### src/rtl/dit_mon_pkg.sv
// Types and default latencies for the data-independent-timing latency monitor.
package dit_mon_pkg;

    typedef enum logic [1:0] {
        IDLE = 2'd0,
        BUSY = 2'd1,
        HOLD = 2'd2
    } dit_state_e;

    typedef enum logic [1:0] {
        NONE    = 2'd0,
        EARLY   = 2'd1,
        TIMEOUT = 2'd2
    } dit_err_e;

    localparam int unsigned DIT_LAT_MUL = 33;
    localparam int unsigned DIT_LAT_DIV = 37;

endpackage

### src/rtl/vcve2_pkg.sv
// Multiply/divide operator encoding shared with the vcve2 multdiv unit.
package vcve2_pkg;

    typedef enum logic [1:0] {
        MD_OP_MULL = 2'd0,
        MD_OP_MULH = 2'd1,
        MD_OP_DIV  = 2'd2,
        MD_OP_REM  = 2'd3
    } md_op_e;

endpackage

### src/rtl/dit_latency_monitor_if.sv
// Snoop/report bundle between the multdiv unit and the latency monitor.
interface dit_latency_monitor_if #(
    parameter int unsigned CntWidth = 6
);
    import vcve2_pkg::*;
    import dit_mon_pkg::*;

    logic                mult_en_i;
    logic                div_en_i;
    md_op_e              operator_i;
    logic                data_ind_timing_i;
    logic                valid_i;
    logic                ready_id_i;
    logic                clr_i;
    logic                err_o;
    dit_err_e            err_cause_o;
    md_op_e              err_op_o;
    logic                lat_valid_o;
    logic [CntWidth-1:0] lat_o;

    modport master (
        output mult_en_i, div_en_i, operator_i, data_ind_timing_i, valid_i, ready_id_i, clr_i,
        input  err_o, err_cause_o, err_op_o, lat_valid_o, lat_o
    );

    modport slave (
        input  mult_en_i, div_en_i, operator_i, data_ind_timing_i, valid_i, ready_id_i, clr_i,
        output err_o, err_cause_o, err_op_o, lat_valid_o, lat_o
    );

endinterface

### src/rtl/dit_mon_stats.sv
// Per-operator maximum latency and saturating completion count for the latency monitor.
module dit_mon_stats
    import vcve2_pkg::*;
#(
    parameter int unsigned NumOps   = 4,
    parameter int unsigned CntWidth = 6
) (
    input  logic                             clk_i,
    input  logic                             rst_ni,
    input  logic                             clr_i,
    input  logic                             pub_i,
    input  md_op_e                           op_i,
    input  logic [CntWidth-1:0]              lat_i,
    output logic [NumOps-1:0][CntWidth-1:0]  max_lat_o,
    output logic [NumOps-1:0][15:0]          op_cnt_o
);

    logic [NumOps-1:0][CntWidth-1:0] r_max_lat;
    logic [NumOps-1:0][15:0]         r_op_cnt;

    // A publish in the clear cycle seeds the fresh maximum.
    always_ff @(posedge clk_i or negedge rst_ni) begin
        if (!rst_ni) begin
            r_max_lat <= '0;
            r_op_cnt  <= '0;
        end else begin
            if (clr_i) begin
                r_max_lat <= '0;
            end
            if (pub_i) begin
                if (clr_i || (lat_i > r_max_lat[op_i])) begin
                    r_max_lat[op_i] <= lat_i;
                end
                if (r_op_cnt[op_i] != 16'hFFFF) begin
                    r_op_cnt[op_i] <= r_op_cnt[op_i] + 16'd1;
                end
            end
        end
    end

    assign max_lat_o = r_max_lat;
    assign op_cnt_o  = r_op_cnt;

endmodule

### src/rtl/dit_latency_monitor.sv
// Runtime check that multdiv operations finish in their fixed per-operator latency.
// Optional per-operator statistics are built when DIT_MON_STATS_EN is defined.
module dit_latency_monitor
    import vcve2_pkg::*;
    import dit_mon_pkg::*;
#(
    parameter int unsigned                      NumOps   = 4,
    parameter int unsigned                      CntWidth = 6,
    parameter logic [NumOps-1:0][CntWidth-1:0]  ExpLat   = {CntWidth'(DIT_LAT_DIV), CntWidth'(DIT_LAT_DIV),
                                                            CntWidth'(DIT_LAT_MUL), CntWidth'(DIT_LAT_MUL)}
) (
    input  logic                             clk_i,
    input  logic                             rst_ni,
    dit_latency_monitor_if.slave             bus
`ifdef DIT_MON_STATS_EN
    ,
    output logic [NumOps-1:0][CntWidth-1:0]  max_lat_o,
    output logic [NumOps-1:0][15:0]          op_cnt_o
`endif
);

    localparam logic [CntWidth-1:0] CntMax = '1;

    dit_state_e          r_state;
    md_op_e              r_op;
    logic                r_chk;
    logic [CntWidth-1:0] r_cnt;
    logic                r_err;
    dit_err_e            r_err_cause;
    md_op_e              r_err_op;
    logic                r_lat_valid;
    logic [CntWidth-1:0] r_lat;

    logic                w_en;
    logic                w_pub;
    logic [CntWidth-1:0] w_pub_lat;
    logic                w_flag;
    dit_err_e            w_flag_cause;
    md_op_e              w_op;

    assign w_en = bus.mult_en_i | bus.div_en_i;

    // Timeout only while the operation is still alive; an abort skips all checks.
    always_comb begin
        w_pub        = 1'b0;
        w_pub_lat    = r_cnt;
        w_flag       = 1'b0;
        w_flag_cause = NONE;
        w_op         = r_op;
        case (r_state)
            IDLE: begin
                if (w_en && bus.valid_i) begin
                    w_pub     = 1'b1;
                    w_pub_lat = '0;
                    w_op      = bus.operator_i;
                    if (bus.data_ind_timing_i && (ExpLat[bus.operator_i] != '0)) begin
                        w_flag       = 1'b1;
                        w_flag_cause = EARLY;
                    end
                end
            end
            BUSY: begin
                if (bus.valid_i) begin
                    w_pub = 1'b1;
                    if (r_chk && (r_cnt < ExpLat[r_op])) begin
                        w_flag       = 1'b1;
                        w_flag_cause = EARLY;
                    end
                end else if (w_en && r_chk && (r_cnt == ExpLat[r_op])) begin
                    w_flag       = 1'b1;
                    w_flag_cause = TIMEOUT;
                end
            end
            default: ;
        endcase
    end

    // Counter holds the number of edges since the start cycle while BUSY.
    always_ff @(posedge clk_i or negedge rst_ni) begin
        if (!rst_ni) begin
            r_state <= IDLE;
            r_op    <= MD_OP_MULL;
            r_chk   <= 1'b0;
            r_cnt   <= '0;
        end else begin
            case (r_state)
                IDLE: begin
                    if (w_en) begin
                        if (bus.valid_i) begin
                            r_state <= bus.ready_id_i ? IDLE : HOLD;
                        end else begin
                            r_state <= BUSY;
                            r_op    <= bus.operator_i;
                            r_chk   <= bus.data_ind_timing_i;
                            r_cnt   <= CntWidth'(1);
                        end
                    end
                end
                BUSY: begin
                    if (bus.valid_i) begin
                        r_state <= bus.ready_id_i ? IDLE : HOLD;
                        r_cnt   <= '0;
                    end else if (!w_en) begin
                        r_state <= IDLE;
                        r_cnt   <= '0;
                    end else if (r_cnt != CntMax) begin
                        r_cnt <= r_cnt + 1'b1;
                    end
                end
                HOLD: begin
                    if (bus.ready_id_i || !w_en) begin
                        r_state <= IDLE;
                    end
                end
                default: r_state <= IDLE;
            endcase
        end
    end

    always_ff @(posedge clk_i or negedge rst_ni) begin
        if (!rst_ni) begin
            r_lat_valid <= 1'b0;
            r_lat       <= '0;
        end else begin
            r_lat_valid <= w_pub;
            if (w_pub) begin
                r_lat <= w_pub_lat;
            end
        end
    end

    // A new error in the clear cycle becomes the recorded first error.
    always_ff @(posedge clk_i or negedge rst_ni) begin
        if (!rst_ni) begin
            r_err       <= 1'b0;
            r_err_cause <= NONE;
            r_err_op    <= MD_OP_MULL;
        end else if (w_flag) begin
            r_err <= 1'b1;
            if (!r_err || bus.clr_i) begin
                r_err_cause <= w_flag_cause;
                r_err_op    <= w_op;
            end
        end else if (bus.clr_i) begin
            r_err       <= 1'b0;
            r_err_cause <= NONE;
            r_err_op    <= MD_OP_MULL;
        end
    end

    assign bus.err_o       = r_err;
    assign bus.err_cause_o = r_err_cause;
    assign bus.err_op_o    = r_err_op;
    assign bus.lat_valid_o = r_lat_valid;
    assign bus.lat_o       = r_lat;

`ifdef DIT_MON_STATS_EN
    dit_mon_stats #(
        .NumOps   (NumOps),
        .CntWidth (CntWidth)
    ) u_stats (
        .clk_i     (clk_i),
        .rst_ni    (rst_ni),
        .clr_i     (bus.clr_i),
        .pub_i     (w_pub),
        .op_i      (w_op),
        .lat_i     (w_pub_lat),
        .max_lat_o (max_lat_o),
        .op_cnt_o  (op_cnt_o)
    );
`endif

endmodule
### src/flat_wrapper.sv
// flat-port wrapper written by rule: the top's interface ports become plain ports
module dit_latency_monitor_flat import vcve2_pkg::*; import dit_mon_pkg::*;
#(
    parameter int unsigned                      NumOps   = 4,
    parameter int unsigned                      CntWidth = 6,
    parameter logic [NumOps-1:0][CntWidth-1:0]  ExpLat   = {CntWidth'(DIT_LAT_DIV), CntWidth'(DIT_LAT_DIV),
                                                            CntWidth'(DIT_LAT_MUL), CntWidth'(DIT_LAT_MUL)}
)
  (clk_i, rst_ni, bus_mult_en_i, bus_div_en_i, bus_operator_i, bus_data_ind_timing_i, bus_valid_i, bus_ready_id_i, bus_clr_i, bus_err_o, bus_err_cause_o, bus_err_op_o, bus_lat_valid_o, bus_lat_o);
  dit_latency_monitor_if #(.CntWidth(CntWidth)) bus_i ();
  input  logic clk_i;
  input  logic rst_ni;
  input wire logic [$bits(bus_i.mult_en_i)-1:0] bus_mult_en_i;
  input wire logic [$bits(bus_i.div_en_i)-1:0] bus_div_en_i;
  input wire logic [$bits(bus_i.operator_i)-1:0] bus_operator_i;
  input wire logic [$bits(bus_i.data_ind_timing_i)-1:0] bus_data_ind_timing_i;
  input wire logic [$bits(bus_i.valid_i)-1:0] bus_valid_i;
  input wire logic [$bits(bus_i.ready_id_i)-1:0] bus_ready_id_i;
  input wire logic [$bits(bus_i.clr_i)-1:0] bus_clr_i;
  output wire logic [$bits(bus_i.err_o)-1:0] bus_err_o;
  output wire logic [$bits(bus_i.err_cause_o)-1:0] bus_err_cause_o;
  output wire logic [$bits(bus_i.err_op_o)-1:0] bus_err_op_o;
  output wire logic [$bits(bus_i.lat_valid_o)-1:0] bus_lat_valid_o;
  output wire logic [$bits(bus_i.lat_o)-1:0] bus_lat_o;
  assign bus_i.mult_en_i = bus_mult_en_i;
  assign bus_i.div_en_i = bus_div_en_i;
  assign bus_i.operator_i = bus_operator_i;
  assign bus_i.data_ind_timing_i = bus_data_ind_timing_i;
  assign bus_i.valid_i = bus_valid_i;
  assign bus_i.ready_id_i = bus_ready_id_i;
  assign bus_i.clr_i = bus_clr_i;
  assign bus_err_o = bus_i.err_o;
  assign bus_err_cause_o = bus_i.err_cause_o;
  assign bus_err_op_o = bus_i.err_op_o;
  assign bus_lat_valid_o = bus_i.lat_valid_o;
  assign bus_lat_o = bus_i.lat_o;
  dit_latency_monitor #(.NumOps(NumOps), .CntWidth(CntWidth), .ExpLat(ExpLat)) u_core (.clk_i(clk_i), .rst_ni(rst_ni), .bus(bus_i));
endmodule
### config.mk
export PLATFORM = sky130hd
export DESIGN_NAME = dit_latency_monitor_flat
export DESIGN_NICKNAME = d
export VERILOG_FILES = /design/src/rtl/dit_mon_pkg.sv /design/src/rtl/vcve2_pkg.sv /design/src/rtl/dit_latency_monitor_if.sv /design/src/rtl/dit_mon_stats.sv /design/src/rtl/dit_latency_monitor.sv /design/src/flat_wrapper.sv
export SDC_FILE = /design/constraint.sdc
export NUM_CORES = 1
export LEC_CHECK = 0
export ABC_AREA = 1
export CORE_UTILIZATION = 40
export CTS_CLUSTER_SIZE = 14
export DETAILED_ROUTE_END_ITERATION = 12
export GPL_TIMING_DRIVEN = 1
export HOLD_SLACK_MARGIN = 0.15
export PLACE_DENSITY = 0.7
export SLEW_MARGIN = 15
export SYNTH_ARGS = -nofsm -noshare
export SYNTH_HDL_FRONTEND = slang
export SYNTH_HIERARCHICAL = 1
export SYNTH_SLANG_ARGS = --single-unit
### constraint.sdc
create_clock -name clk_i -period 2 [get_ports clk_i]
set_input_delay 0.2 -clock clk_i [delete_from_list [all_inputs] [get_ports clk_i]]
set_output_delay 0.2 -clock clk_i [all_outputs]
set_load 0.005 [all_outputs]
; Word level (Yosys, flattened, before mapping)
; Index checks and enable logic that the tools add are counted.
[op_classes]
addsub = 1
n_mul = 0
div_mod_pow = 0
n_lt_le_gt_ge = 3
n_eq_ne = 10
n_shift = 0
muxes = 43
n_bitwise = 2
reduce_logical = 17
[ops]
columns = operator, count
row1 = $mux W6, 9
row2 = $mux W2, 16
row3 = $bmux W6 S2, 2
row4 = $pmux W6 S2, 1
row5 = $mux W1, 11
row6 = $add A6 B1 Y6 const B, 1
row7 = $eq A6 B6 Y1, 1
row8 = $lt A2 B3 Y1 const B, 2
row9 = $lt A6 B6 Y1, 1
row10 = $ne A6 B6 Y1 const B, 1
row11 = $pmux W2 S3, 1
row12 = $reduce_and A3 Y1, 2
row13 = $reduce_bool A6 Y1, 1
row14 = $logic_and A1 B1 Y1, 5
row15 = $ne A2 B1 Y1 const B, 2
row16 = $ne A2 B2 Y1 const B, 2
row17 = $ne A4 B4 Y1 const B, 1
row18 = $pmux W1 S2, 2
row19 = $pmux W2 S2, 1
row20 = $reduce_and A4 Y1, 1
row21 = $reduce_bool A2 Y1, 2
row22 = $ne A3 B3 Y1 const B, 1
row23 = $eq A2 B1 Y1 const B, 1
row24 = $eq A2 B2 Y1 const B, 1
row25 = 6 further kinds, 8
[word_totals]
regBits = 23
latch_bits = 0
ramBits = 0
rom_bits = 0
in_bits = 10
output_inout_bits = 12
wordCells = 85
memories = 0

; Logic depth before layout (Yosys ltp)
[logic_depth]
word_depth = 9
depth_mapped = 11
mapped_depth_nobuf = 11

; Worst setup path before layout
; Ideal clock, no wire load.
[synth_timing]
path_type = reg2reg
from = register u_core.r_cnt[2]
to = register u_core.r_err_cause[0] (netlist: u_core/bus.err_cause_o[0])
setup_time_ns = 0.117
t_arrival_ns = 1.362
t_required_ns = 1.883
slack_ns = 0.520
stages_incl_launch_ff = 11
n_path_buf = 0
period_less_slack_ns = 1.480
cell_sequence = dfrtp_1 ha_1 inv_1 nor2_1 nand2_1 nor2_1 nand2_4 nand3_4 nand2_4 nand3_1 nand2_1
[synth_via]
elab_chain_cells = 7
elab_cells_between_ends = 16
cone_classes = 1 x order compare / 2 x eq/ne / 9 x mux / 4 x reduce/logical
[synth_rtl]
columns = item, line_no
row1 = start: declaration, dit_latency_monitor.sv:27  ; logic [CntWidth-1:0] r_cnt;
row2 = start signal: assignment, dit_latency_monitor.sv:95  ; r_cnt <= CntWidth'(1);
row3 = start signal: assignment, dit_latency_monitor.sv:107  ; r_cnt <= r_cnt + 1'b1;
row4 = $lt A6 B6 Y1 or $eq A6 B6 Y1 (tied branches), "dit_latency_monitor.sv:65, dit_latency_monitor.sv:69"
row5 = $logic_and A1 B1 Y1 (on tied branches), "dit_latency_monitor.sv:65, dit_latency_monitor.sv:69"
row6 = $mux W1 (on tied branches), "dit_latency_monitor.sv:65, dit_latency_monitor.sv:69"
row7 = $mux W1 or $mux W2 (tied branches), dit_latency_monitor.sv:63  ; if (bus.valid_i) begin
row8 = $pmux W1 S2 or $pmux W2 S2 (tied branches), dit_latency_monitor.sv:50  ; case (r_state)
row9 = $ne A2 B2 Y1 (no line) (tied with other cells), --
row10 = $reduce_and A2 Y1 (no line) or $mux W2 (tied branches), --
row11 = end signal: assignment, dit_latency_monitor.sv:141  ; r_err_cause <= w_flag_cause;
row12 = end: declaration, dit_latency_monitor.sv:29  ; dit_err_e r_err_cause;
; Several ways; a longest one is shown, not always the timed one. The select of a mux whose other input is x is not followed.
; A chain may end at the register's enable or synchronous reset.

; Final worst setup path
[layout_timing]
from = register u_core.r_cnt[2]
to = register u_core.r_err_op[0] (netlist: u_core/bus.err_op_o[0])
[layout_via]
elab_chain_cells = 7
elab_cells_between_ends = 12
cone_classes = 1 x order compare / 2 x eq/ne / 5 x mux / 4 x reduce/logical
[layout_rtl]
columns = item, line_no
row1 = $lt A6 B6 Y1 or $eq A6 B6 Y1 (tied branches), "dit_latency_monitor.sv:65, dit_latency_monitor.sv:69"
row2 = $logic_and A1 B1 Y1 (on tied branches), "dit_latency_monitor.sv:65, dit_latency_monitor.sv:69"
row3 = $mux W1 (on tied branches), "dit_latency_monitor.sv:65, dit_latency_monitor.sv:69"
row4 = $mux W1 *, dit_latency_monitor.sv:63
row5 = $pmux W1 S2 *, dit_latency_monitor.sv:50
row6 = $ne A2 B2 Y1 (no line) or $reduce_bool A2 Y1 (tied branches), --
row7 = $reduce_and A2 Y1 (no line), --
row8 = end signal: assignment, dit_latency_monitor.sv:142  ; r_err_op <= w_op;
row9 = end: declaration, dit_latency_monitor.sv:30  ; md_op_e r_err_op;
; Every way passes the cells marked *; elsewhere a longest branch is shown, timed or not.

==> results.yml <==
run_status:
  status: "finished clean"
power:
  power_frac_seq_pct: 55.1
  p_leak_nw: 0.778
  power_w: 0.000999
  combPwrFrac_pct: 23.5
  p_clk_share_pct: 21.4
  p_sw_share_pct: 31.2
  internal_power_w: 0.000687
  vdd_ir_drop_max_v: 0.000174
  switchingPower_w: 0.000312
  p_per_area_nw_per_um2: 620
setup_path:
  crit_fanout: 6
  end_kind: "flip-flop"
  path_class: "flip-flop to flip-flop"
  worstSetupStartpointType: "flip-flop"
  regToRegSetupSlack_ps: 360
  worstPathRequired_ps: 2220
  crit_arrival_ps: 1860
timing:
  fin_crit_ps: 1640
  hold_viol_final: 0
  max-slew-margin-rel_pct: 71.6
  max_freq_mhz: 610
  post-route-period-util_pct: 82.0
  fin_skew_ps: 9.67
  slew_violations: 0
  tns_ps: 0
  rsz0062_at_grt: "no"
  worst_pin_slew_ps: 420
  setup_viol: 0
  hold_slack_ps: 231
synthesis:
  synth-seq-cells: 23
  syn_inst: 149
  yosys.area.top_type: "dfrtp_1"
  ys.flop_type: "dfrtp_1"
  synth_top_area_share_pct: 43.5
  synth_nets: 163
  ys.warnings.count: 6
  synthArstFlopShare_pct: 100
  synthDistinctLibCells: 28
  synth_edf_count: 0
  netlist_area_um2: 1320
  syn_area_per_cell_um2: 8.88
  yosys-top-cells-area: "dfrtp_1 (44%), nand3_1 (7.2%), inv_1 (7.1%)"
  ys_seq_area_share_pct: 43.5
place:
  place_area_um2: 1580
  place.gp.congestion: 0.883
  dp.final_hpwl_um: 1980
  io_buffers: 21
floorplanning:
  core_area_um2: 3100
  die_y_um: 59.5
  initial_core_util_pct: 42.6
  num_io_pins: 22
  die-area_um2: 3540
  num_rows: 20
  die-width_um: 59.5
drt:
  drtAntennaViolNets: 0
  drc_errors: 0
  wl_per_cell_um: 11.6
  drt-total-wl_um: 2540
  drtPass1Iterations: 4
  vias_per_cell: 4.86
  num_vias: 1059
  drtIter0Drc: 46
clock_network:
  cts_buffers: 3
  h-tree-depth: 1
  clock_latency_ps: 310
  cts_tree: "built"
  cts_resized: 0
  post-cts-setup-buffers: 0
  cts.path.max_buffers: 2
  path_clk_slew_ps: 130
  cts_hold_buf: 0
  clock_sinks: 23
  cts_root_buf: "clkbuf_4"
global_routing:
  antenna_found_initial: 0
  grt_pass1_vias: 1028
  grt_pass1_wl_um: 4400
  overflow: 0
  grt_max_degree: 24
  grt_use_total_pct: 16.6
final_layout:
  final_area_um2: 1610
  final_nets: 189
  insertedDiodeCount: 0
  drive_gt1_share_pct: 14.4
  area_growth_syn_to_layout_pct: 21.9
job:
  cap_violations: 0
min_path:
  hold_class: "input port to asynchronous set/reset pin"
## through the flow
stage | cells | util (%) | worst slack (ps)
after detailed placement | 214 | 51.0 | 388
after global routing | 218 | 51.9 | 228
after CTS | 218 | 51.9 | 365
after floorplan | 149 | - | 520
after global placement | 214 | 51.0 | 406
final | 218 | 51.9 | 361
## cell families (layout without fill, tap and decap cells)
family	after synthesis	after routing	share of synthesized area (%)
compound gates	25	25	11.1
xor+xnor	3	3	1.99
flops	23	23	43.5
simple gates	62	62	29.0
buf+inv	31	56	9.74
fa+ha+maj	4	4	3.78
mux	1	1	0.851
## final cells by class
cell class / count / area [um2]
Fill cell: 311 / 1490
Multi-Input combinational cell: 95 / 618
Sequential cell: 23 / 576
Timing Repair Buffer: 22 / 218
Inverter: 30 / 118
Tap cell: 44 / 55.1
Clock buffer: 3 / 22.5
Clock inverter: 1 / 5.00
## routing by layer
metal	up-vias	wire, um	GRT usage (%)	part of all wire [%]
met1	498	1100	19.4	43
li1	535	-	-	-
met2	24	1290	29.1	51
met5	-	0	0	0
met3	2	118	2.40	4.6
met4	0	29	9.30	1.1
## power by group through the flow
stage / Combinational (W) / Sequential (W) / Clock (W)
2_1_floorplan: 0.000148 / 0.000547 / 0
3_3_place_gp: 0.000228 / 0.000557 / 0
3_5_place_dp: 0.000236 / 0.000559 / 0
4_1_cts: 0.000238 / 0.000550 / 0.000226
5_1_grt: 0.000266 / 0.000553 / 0.000233
6_report: 0.000235 / 0.000550 / 0.000214
## path summary, 6_finish.rpt
path | start | endpoint | cells after the start
max in group asynchronous | rst_ni | u_core/r_cnt[5] | 2
worst min-delay path | rst_ni | u_core/r_cnt[4] | 2
min in group clk_i | bus_operator_i[0] | u_core/r_op[0] | 3
worst min register to register | u_core/bus.err_cause_o[0] | u_core/bus.err_cause_o[0] | 2
worst max register to register | u_core/r_cnt[2] | u_core/bus.err_op_o[0] | 10
worst max-delay path | u_core/r_cnt[2] | u_core/bus.err_op_o[0] | 10
## synth_stat cells (2+ instances only)
master and instances:
nor3_1 2, dfrtp_1 23, nor2_8 2, o21ai_0 16
ha_1 4, inv_1 25, nand3_2 2, nand2_4 4
nand4_1 3, nand3_1 19, xor2_1 3, inv_2 4
nand2_1 18, a21oi_1 2, o21ai_1 3, nor2_1 7
## layout by cell type, fill, tap and decap left out, drive strengths merged
cell type	instances
inv	30
dfrtp	23
nand2	23
nand3	22
clkdlybuf4s50	21
o21ai	19
nor2	10
ha	4
nand4	4
clkbuf	3
xor2	3
a21oi	3
nor3	3
clkinv	1
o21bai	1
mux2	1
o2111ai	1
o41ai	1
buf	1
## sequential cells by signal (all words and copies together) (netlist names)
name / flops
u_core/bus.err_o: 1
u_core/bus.lat_o: 6
u_core/bus.err_op_o: 2
u_core/r_op: 2
u_core/bus.lat_valid_o: 1
u_core/bus.err_cause_o: 2
u_core/r_chk: 1
u_core/r_state: 2
u_core/r_cnt: 6
## critical path, stage by stage (launching register included)
cell and delay, ps:
dfrtp_1 490, ha_1 310, inv_1 40, nor2_1 110, nand2_1 70, nor2_1 160
nand2_4 90, nand3_4 110, nand2_4 60, nand3_1 70, nand2_1 50
(Power assumes the default switching activity.)
